`config.mk`:
```
export PLATFORM = sky130hd
export DESIGN_NAME = scr1_timer_mc_flat
export DESIGN_NICKNAME = d
export VERILOG_FILES = /design/src/rtl/scr1_timer_mc_if.sv /design/src/rtl/scr1_timer_mc.sv /design/src/flat_wrapper.sv
export SDC_FILE = /design/constraint.sdc
export NUM_CORES = 2
export LEC_CHECK = 0
export BUFFER_PORTS_ARGS = -buffer_cell sky130_fd_sc_hd__buf_2
export CORE_UTILIZATION = 40
export DETAILED_ROUTE_END_ITERATION = 8
export GPL_ROUTABILITY_DRIVEN = 1
export SYNTH_ARGS = -nofsm -noshare
export SYNTH_HDL_FRONTEND = slang
export SYNTH_SLANG_ARGS = --single-unit
```
`constraint.sdc`:
```
create_clock -name clk -period 39.3 [get_ports clk]
set_input_delay 3.93 -clock clk [delete_from_list [all_inputs] [get_ports clk]]
set_output_delay 3.93 -clock clk [all_outputs]
set_load 0.1 [all_outputs]
```
`src/rtl/scr1_timer_mc_if.sv`:
```
// Shared memory-bus types and the DMEM-side interface of the multi-channel timer.
package scr1_timer_mc_pkg;
    localparam int SCR1_DMEM_AWIDTH = 32;
    localparam int SCR1_DMEM_DWIDTH = 32;

    typedef enum logic {
        SCR1_MEM_CMD_RD = 1'b0,
        SCR1_MEM_CMD_WR = 1'b1
    } type_scr1_mem_cmd_e;

    typedef enum logic [1:0] {
        SCR1_MEM_WIDTH_BYTE  = 2'b00,
        SCR1_MEM_WIDTH_HWORD = 2'b01,
        SCR1_MEM_WIDTH_WORD  = 2'b10,
        SCR1_MEM_WIDTH_ERROR = 2'b11
    } type_scr1_mem_width_e;

    typedef enum logic [1:0] {
        SCR1_MEM_RESP_NOTRDY = 2'b00,
        SCR1_MEM_RESP_RDY_OK = 2'b01,
        SCR1_MEM_RESP_RDY_ER = 2'b10
    } type_scr1_mem_resp_e;
endpackage

// DMEM request/response bundle; the core side is the master, the timer the slave.
interface scr1_timer_mc_if;
    import scr1_timer_mc_pkg::*;

    logic                        req;
    type_scr1_mem_cmd_e          cmd;
    type_scr1_mem_width_e        width;
    logic [SCR1_DMEM_AWIDTH-1:0] addr;
    logic [SCR1_DMEM_DWIDTH-1:0] wdata;
    logic                        req_ack;
    logic [31:0]                 rdata;
    type_scr1_mem_resp_e         resp;

    modport master (
        output req, cmd, width, addr, wdata,
        input  req_ack, rdata, resp
    );

    modport slave (
        input  req, cmd, width, addr, wdata,
        output req_ack, rdata, resp
    );
endinterface

```
`src/rtl/scr1_timer_mc.sv`:
```
// Multi-channel machine timer: one shared 64-bit mtime with prescaler and
// NUM_CH compare channels (one-shot or periodic), each with a sticky pending
// bit, an interrupt enable and its own interrupt line.
module scr1_timer_mc
    import scr1_timer_mc_pkg::*;
#(
    parameter int NUM_CH    = 4,
    parameter int DIV_WIDTH = 16
) (
    input  logic              clk,
    input  logic              rst,
    scr1_timer_mc_if.slave    dmem,
    output logic [63:0]       timer_val,
    output logic              timer_irq,
    output logic [NUM_CH-1:0] ch_irq
);
    // first byte offset past the last channel block
    localparam logic [8:0] CH_END = 9'(32 + 16 * NUM_CH);

    logic [7:0]           off;
    logic                 acc_ok;
    logic                 is_ch;
    logic [3:0]           ch_idx;
    logic                 wr;
    logic                 wr_ctrl;
    logic                 wr_div;
    logic                 wr_mtime_lo;
    logic                 wr_mtime_hi;
    logic                 wr_pend;
    logic                 wr_irq_en;
    logic [NUM_CH-1:0]    wr_ch;
    logic [31:0]          rd_val;
    logic                 unused_addr;

    logic                 en;
    logic [DIV_WIDTH-1:0] divider;
    logic [DIV_WIDTH-1:0] presc;
    logic                 tick;
    logic [63:0]          mtime_reg;
    logic [63:0]          mtime_nxt;

    logic [NUM_CH-1:0]    pend;
    logic [NUM_CH-1:0]    irq_en;
    logic [NUM_CH-1:0]    match;
    logic [NUM_CH-1:0]    ch_en;
    logic [NUM_CH-1:0]    periodic;
    logic [63:0]          cmp_reg [NUM_CH];
    logic [31:0]          period  [NUM_CH];

    logic [31:0]          rdata_reg;
    type_scr1_mem_resp_e  resp_reg;

    assign off         = dmem.addr[7:0];
    assign unused_addr = ^dmem.addr[SCR1_DMEM_AWIDTH-1:8];
    assign is_ch       = (off >= 8'h20);
    assign ch_idx      = off[7:4] - 4'd2;

    // word-size, aligned, and inside a populated part of the map
    always_comb begin
        acc_ok = (dmem.width == SCR1_MEM_WIDTH_WORD) && (off[1:0] == 2'b00);
        if ((off >= 8'h18) && (off < 8'h20)) acc_ok = 1'b0;
        if ({1'b0, off} >= CH_END)           acc_ok = 1'b0;
    end

    assign wr          = dmem.req && acc_ok && (dmem.cmd == SCR1_MEM_CMD_WR);
    assign wr_ctrl     = wr && (off == 8'h00);
    assign wr_div      = wr && (off == 8'h04);
    assign wr_mtime_lo = wr && (off == 8'h08);
    assign wr_mtime_hi = wr && (off == 8'h0C);
    assign wr_pend     = wr && (off == 8'h10);
    assign wr_irq_en   = wr && (off == 8'h14);

    // read mux over the pre-edge register values
    always_comb begin
        rd_val = '0;
        if (is_ch) begin
            for (int c = 0; c < NUM_CH; c++) begin
                if (ch_idx == 4'(c)) begin
                    case (off[3:2])
                        2'd0:    rd_val = cmp_reg[c][31:0];
                        2'd1:    rd_val = cmp_reg[c][63:32];
                        2'd2:    rd_val = {30'd0, periodic[c], ch_en[c]};
                        default: rd_val = period[c];
                    endcase
                end
            end
        end else begin
            case (off[4:2])
                3'd0:    rd_val = {31'd0, en};
                3'd1:    rd_val = 32'(divider);
                3'd2:    rd_val = mtime_reg[31:0];
                3'd3:    rd_val = mtime_reg[63:32];
                3'd4:    rd_val = 32'(pend);
                3'd5:    rd_val = 32'(irq_en);
                default: rd_val = '0;
            endcase
        end
    end

    assign tick = en && (presc == '0);

    // a half written in the same cycle as a tick keeps wdata, the other half still advances
    always_comb begin
        mtime_nxt = tick ? (mtime_reg + 64'd1) : mtime_reg;
        if (wr_mtime_lo) mtime_nxt[31:0]  = dmem.wdata;
        if (wr_mtime_hi) mtime_nxt[63:32] = dmem.wdata;
    end

    // enable, prescaler and the shared time base
    always_ff @(posedge clk or posedge rst) begin
        if (rst) begin
            en        <= 1'b1;
            divider   <= '0;
            presc     <= '0;
            mtime_reg <= '0;
        end else begin
            if (wr_ctrl) en <= dmem.wdata[0];
            if (wr_div) begin
                divider <= dmem.wdata[DIV_WIDTH-1:0];
                presc   <= dmem.wdata[DIV_WIDTH-1:0];
            end else if (tick) begin
                presc <= divider;
            end else if (en) begin
                presc <= presc - DIV_WIDTH'(1);
            end
            mtime_reg <= mtime_nxt;
        end
    end

    // pending bits are sticky; a new match beats a clear in the same cycle
    always_ff @(posedge clk or posedge rst) begin
        if (rst) begin
            pend   <= '0;
            irq_en <= '0;
        end else begin
            if (wr_irq_en) irq_en <= dmem.wdata[NUM_CH-1:0];
            pend <= (wr_pend ? (pend & ~dmem.wdata[NUM_CH-1:0]) : pend) | match;
        end
    end

    for (genvar c = 0; c < NUM_CH; c++) begin : g_ch
        logic [63:0] cmp_ch;
        logic [63:0] cmp_nxt;
        logic [31:0] period_ch;
        logic        en_ch;
        logic        mode_ch;

        assign wr_ch[c]   = wr && is_ch && (ch_idx == 4'(c));
        assign match[c]   = en_ch && (mtime_reg >= cmp_ch);
        assign cmp_reg[c] = cmp_ch;
        assign period[c]  = period_ch;
        assign ch_en[c]   = en_ch;
        assign periodic[c] = mode_ch;

        // periodic reload first, then a bus write to either half overrides that half
        always_comb begin
            cmp_nxt = (match[c] && mode_ch) ? (cmp_ch + {32'd0, period_ch}) : cmp_ch;
            if (wr_ch[c] && (off[3:2] == 2'd0)) cmp_nxt[31:0]  = dmem.wdata;
            if (wr_ch[c] && (off[3:2] == 2'd1)) cmp_nxt[63:32] = dmem.wdata;
        end

        // per-channel compare, mode and reload registers
        always_ff @(posedge clk or posedge rst) begin
            if (rst) begin
                cmp_ch    <= '1;
                period_ch <= '0;
                en_ch     <= 1'b0;
                mode_ch   <= 1'b0;
            end else begin
                cmp_ch <= cmp_nxt;
                if (wr_ch[c] && (off[3:2] == 2'd2)) begin
                    en_ch   <= dmem.wdata[0];
                    mode_ch <= dmem.wdata[1];
                end else if (match[c] && !mode_ch) begin
                    en_ch <= 1'b0;
                end
                if (wr_ch[c] && (off[3:2] == 2'd3)) period_ch <= dmem.wdata;
            end
        end
    end

    // registered bus response, one cycle after the request
    always_ff @(posedge clk or posedge rst) begin
        if (rst) begin
            resp_reg  <= SCR1_MEM_RESP_NOTRDY;
            rdata_reg <= '0;
        end else if (dmem.req) begin
            resp_reg  <= acc_ok ? SCR1_MEM_RESP_RDY_OK : SCR1_MEM_RESP_RDY_ER;
            rdata_reg <= (acc_ok && (dmem.cmd == SCR1_MEM_CMD_RD)) ? rd_val : 32'd0;
        end else begin
            resp_reg  <= SCR1_MEM_RESP_NOTRDY;
            rdata_reg <= '0;
        end
    end

    assign dmem.req_ack = 1'b1;
    assign dmem.rdata   = rdata_reg;
    assign dmem.resp    = resp_reg;

    assign timer_val = mtime_reg;
    assign ch_irq    = pend & irq_en;
    assign timer_irq = |(pend & irq_en);
endmodule

```
`src/flat_wrapper.sv`:
```
// flat-port wrapper written by rule: the top's interface ports become plain ports
module scr1_timer_mc_flat import scr1_timer_mc_pkg::*;
#(
    parameter int NUM_CH    = 4,
    parameter int DIV_WIDTH = 16
)
  (clk, rst, timer_val, timer_irq, ch_irq, dmem_req, dmem_cmd, dmem_width, dmem_addr, dmem_wdata, dmem_req_ack, dmem_rdata, dmem_resp);
  scr1_timer_mc_if dmem_i ();
  input  logic clk;
  input  logic rst;
  output logic [63:0] timer_val;
  output logic timer_irq;
  output logic [NUM_CH-1:0] ch_irq;
  input wire logic [$bits(dmem_i.req)-1:0] dmem_req;
  input wire logic [$bits(dmem_i.cmd)-1:0] dmem_cmd;
  input wire logic [$bits(dmem_i.width)-1:0] dmem_width;
  input wire logic [$bits(dmem_i.addr)-1:0] dmem_addr;
  input wire logic [$bits(dmem_i.wdata)-1:0] dmem_wdata;
  output wire logic [$bits(dmem_i.req_ack)-1:0] dmem_req_ack;
  output wire logic [$bits(dmem_i.rdata)-1:0] dmem_rdata;
  output wire logic [$bits(dmem_i.resp)-1:0] dmem_resp;
  assign dmem_i.req = dmem_req;
  assign dmem_i.cmd = dmem_cmd;
  assign dmem_i.width = dmem_width;
  assign dmem_i.addr = dmem_addr;
  assign dmem_i.wdata = dmem_wdata;
  assign dmem_req_ack = dmem_i.req_ack;
  assign dmem_rdata = dmem_i.rdata;
  assign dmem_resp = dmem_i.resp;
  scr1_timer_mc #(.NUM_CH(NUM_CH), .DIV_WIDTH(DIV_WIDTH)) u_core (.clk(clk), .rst(rst), .dmem(dmem_i), .timer_val(timer_val), .timer_irq(timer_irq), .ch_irq(ch_irq));
endmodule
```
==> reports/metrics.csv <==
stage,metric,value,unit
clock_tree,cts_tree,yes,
synthesis,yosys.area.top_type_share,16.29,%
sta,period_share,21.08,%
sta,hold_slack,0.5153,ns
status,status,finished clean,
synthesis,ys_types,92,
clock_tree,clk_pin_slew,0.06,ns
synthesis,ys_async_sr_fraction,100.0,%
clock_tree,cts_sinks,531,
sta,worstMarginPinSlew,1.316,ns
synthesis,syn-cell-area,0.04208,mm²
grt,grt_start_max_net_pins,145,
floorplan,die-width,326.4,µm
grt,antenna_found_initial,15,
grt,grt_pass1_vias,37160,
power,cellLeakagePower,22.70,nW
power,sw_frac_of_total,27.20,%
synthesis,synth_area_leader_cell,dfrtp_1,
power,p_seq_share,40.0,%
detailed_routing,vias,39390,
finish,drive_gt1_share,15.93,%
synthesis,synth_area_leaders,"dfrtp_1 16%, dfstp_2 16%, ha_1 12%",
clock_tree,cts_max_level,3,
detailed_routing,post_drt_wl_per_cell,26.45,µm
job,drv_cap,0,
clock_tree,cts_root_buf,clkbuf_16,
synthesis,synthTopCellsByCount,"545 x a21oi_1, 524 x nand2_1, 449 x nor2_1, 389 x ha_1, 328 x o21ai_0",
power,switching_power,0.0003811,W
place,io_buffers,148,
synthesis,synth_edf_count,0,
grt,grt.overflow.total,0,
power,p_int,0.001020,W
place,gp_congestion,0.9903,
power,pwr_density_cell,29.98,mW/mm²
floorplan,coreArea,0.1039,mm²
power,clock_power_share,50.2,%
synthesis,yosysSeqAreaShare,32.34,%
floorplan,start_util,40.49,%
finish,largest_register_ff_count,256,
clock_tree,post_cts_buffers,0,
clock_tree,cts_max_path_buffers,3,
place,place_ws,30.70,ns
synthesis,avgSynthCellArea,8.412,µm²
worst_setup_path,cpPeakStageDelay,0.93,ns
worst_setup_path,endpoint_kind,flop,
sta,rsz0062_at_grt,no,
sta,fin_crit,8.286,ns
sta,slew-limit-headroom,11.94,%
floorplan,die_h,326.4,µm
grt,grt_pass1_wl,250000,µm
sta,finalSetupTns,0,ns
sta,setup_viol_count_final,0,
synthesis,ys_ff_latch,531,
worst_setup_path,cp_data_arrival_time,8.81,ns
min_path,hold_path.class,flop to flop,
finish,top_register,u_core.g_ch.cmp_ch,
synthesis,synthesis.nets,5466,
clock_tree,numCtsBuffers,71,
floorplan,die-area,0.1065,mm²
finish,area_delta_synth_final,11.03,%
worst_setup_path,worst-setup-path-type,input pin to flop,
power,ir_worst_vdd,0.02800,mV
sta,drv_slew,0,
sta,fmax,120.7,MHz
detailed_routing,routed_wl,171300,µm
finish,layout.nets,5495,
floorplan,std_cell_rows,118,
detailed_routing,drtIter0Drc,4250,
place,dp_hpwl,124900,µm
clock_tree,clk-insertion-delay-late,0.65,ns
grt,grt_use_total,31.57,%
detailed_routing,ant_nets,0,
synthesis,ys_warn_count,0,
worst_setup_path,crit_chain,buf_2 > nor2_1 > nand4b_1 > a31oi_1 > nand3_1 > a21oi_1 > nand3_2 > buf_4 > and3_1 > mux2i_1 > o311ai_0,
worst_setup_path,worst-path-max-fanout,36,
sta,layout_setup_ws,31.01,ns
clock_tree,ctsResizeCount,0,
detailed_routing,drt-vias-per-instance,6.084,
power,p_comb_share,9.8,%
sta,skew,0.03452,ns
worst_setup_path,cp-start-kind,input pin,
detailed_routing,drt_pass1_iterations,6,
sta,hold_viol,0,
synthesis,syn_inst,5003,
floorplan,boundaryPins,174,
detailed_routing,post-route-drc-count,0,
synthesis,post-synth-top-count-cell,a21oi_1,
worst_setup_path,critPathSlowestCell,nand3_2,
clock_tree,holdBufCountCts,0,
worst_setup_path,worstPathRequired,39.83,ns
synthesis,synth_ff_type,dfrtp_1,
[per-stage QoR]
stage	cell area (µm²)	utilization, %	std cells	power (W)
after floorplan	42080	-	5003	0.0006501
after global placement	44220	42.55	6339	0.0007018
after detailed placement	44220	42.55	6339	0.0007028
after CTS	46710	44.94	6471	0.001404
after global routing	46720	44.95	6472	0.001437
final	46720	44.95	6475	0.001401
[cells by family (layout without fill, tap and decap cells)]
group                    count (synthesis)  in the layout  synth area share, %
AND/OR/NAND/NOR                       1537           1537                16.94
multiplexers                           352            352                9.059
other                                    1              5             0.008911
buffers and inverters                  574            662                5.263
AO/OA/AOI/OAI                         1314           1314                18.37
flip-flops                             531            531                32.34
adder cells (fa/ha/maj)                393            393                11.76
XOR/XNOR                               301            301                6.264
[metal layers]
layer / vias up / global-route usage [%] / part of all wire, %
met1: 19290 / 42.76 / 42
li1: 17860 / - / -
met3: 420 / 5.617 / 8.5
met4: 8 / 15.45 / 5.4
met2: 1808 / 48.46 / 44
met5: - / 0 / 0.031
[cell usage in the layout, fill, tap and decap left out, drive strengths merged, types with 85 or more instances in the layout]
master / instances
nand2: 527
xor2: 91
dfrtp: 274
xnor2: 210
a21o: 88
ha: 389
a21oi: 545
nor2: 450
o21ai: 343
mux2i: 193
nand4: 90
a211oi: 85
nor3: 86
clkbuf: 105
mux2: 151
buf: 223
inv: 310
dfstp: 257
nand3: 138
[path summary, 6_finish.rpt]
kind	startpoint	endpoint	slack (ns)	cells after the start
min	u_core.g_ch[0].cmp_ch[4]$_DFFE_PP1P_	u_core.g_ch[0].cmp_ch[4]$_DFFE_PP1P_	0.52	2
min in group asynchronous	rst	u_core.g_ch[1].period_ch[2]$_DFFE_PP0P_	3.48	2
max reg2reg	u_core.timer_val[57]$_DFFE_PP0P_	u_core.g_ch[2].cmp_ch[55]$_DFFE_PP1P_	33.95	11
max in group asynchronous	rst	u_core.g_ch[3].period_ch[26]$_DFFE_PP0P_	33.32	4
max	dmem_addr[1]	u_core.g_ch[3].cmp_ch[22]$_DFFE_PP1P_	31.01	11
min reg2reg	u_core.g_ch[0].cmp_ch[4]$_DFFE_PP1P_	u_core.g_ch[0].cmp_ch[4]$_DFFE_PP1P_	0.52	2
[power groups by stage]
stage               registers, W  clock network [W]  logic (W)
finish                  0.000560           0.000703   0.000137
global route            0.000560           0.000730   0.000146
CTS                     0.000560           0.000710   0.000135
detailed placement      0.000569                  0   0.000134
global placement        0.000569                  0   0.000133
floorplan               0.000568                  0  0.0000817
[worst max-delay path, delay by kind of cell]
kind	cells	cell delay, ns
and+or+nand+nor	5	2.44
AOI/OAI and AO/OA	3	1.65
buffers and inverters	2	0.62
muxes	1	0.15
[layout make-up]
type                            count  area, µm²
Timing Repair Buffer              223       1335
Tap cell                         1380       1727
Sequential cell                   531      13610
Clock inverter                     27      331.6
Antenna cell                        4      10.01
Inverter                          307       1160
Multi-Input combinational cell   3898      26390
Fill cell                       10350      57220
Clock buffer                      105       2160
(Power assumes the default switching activity.)
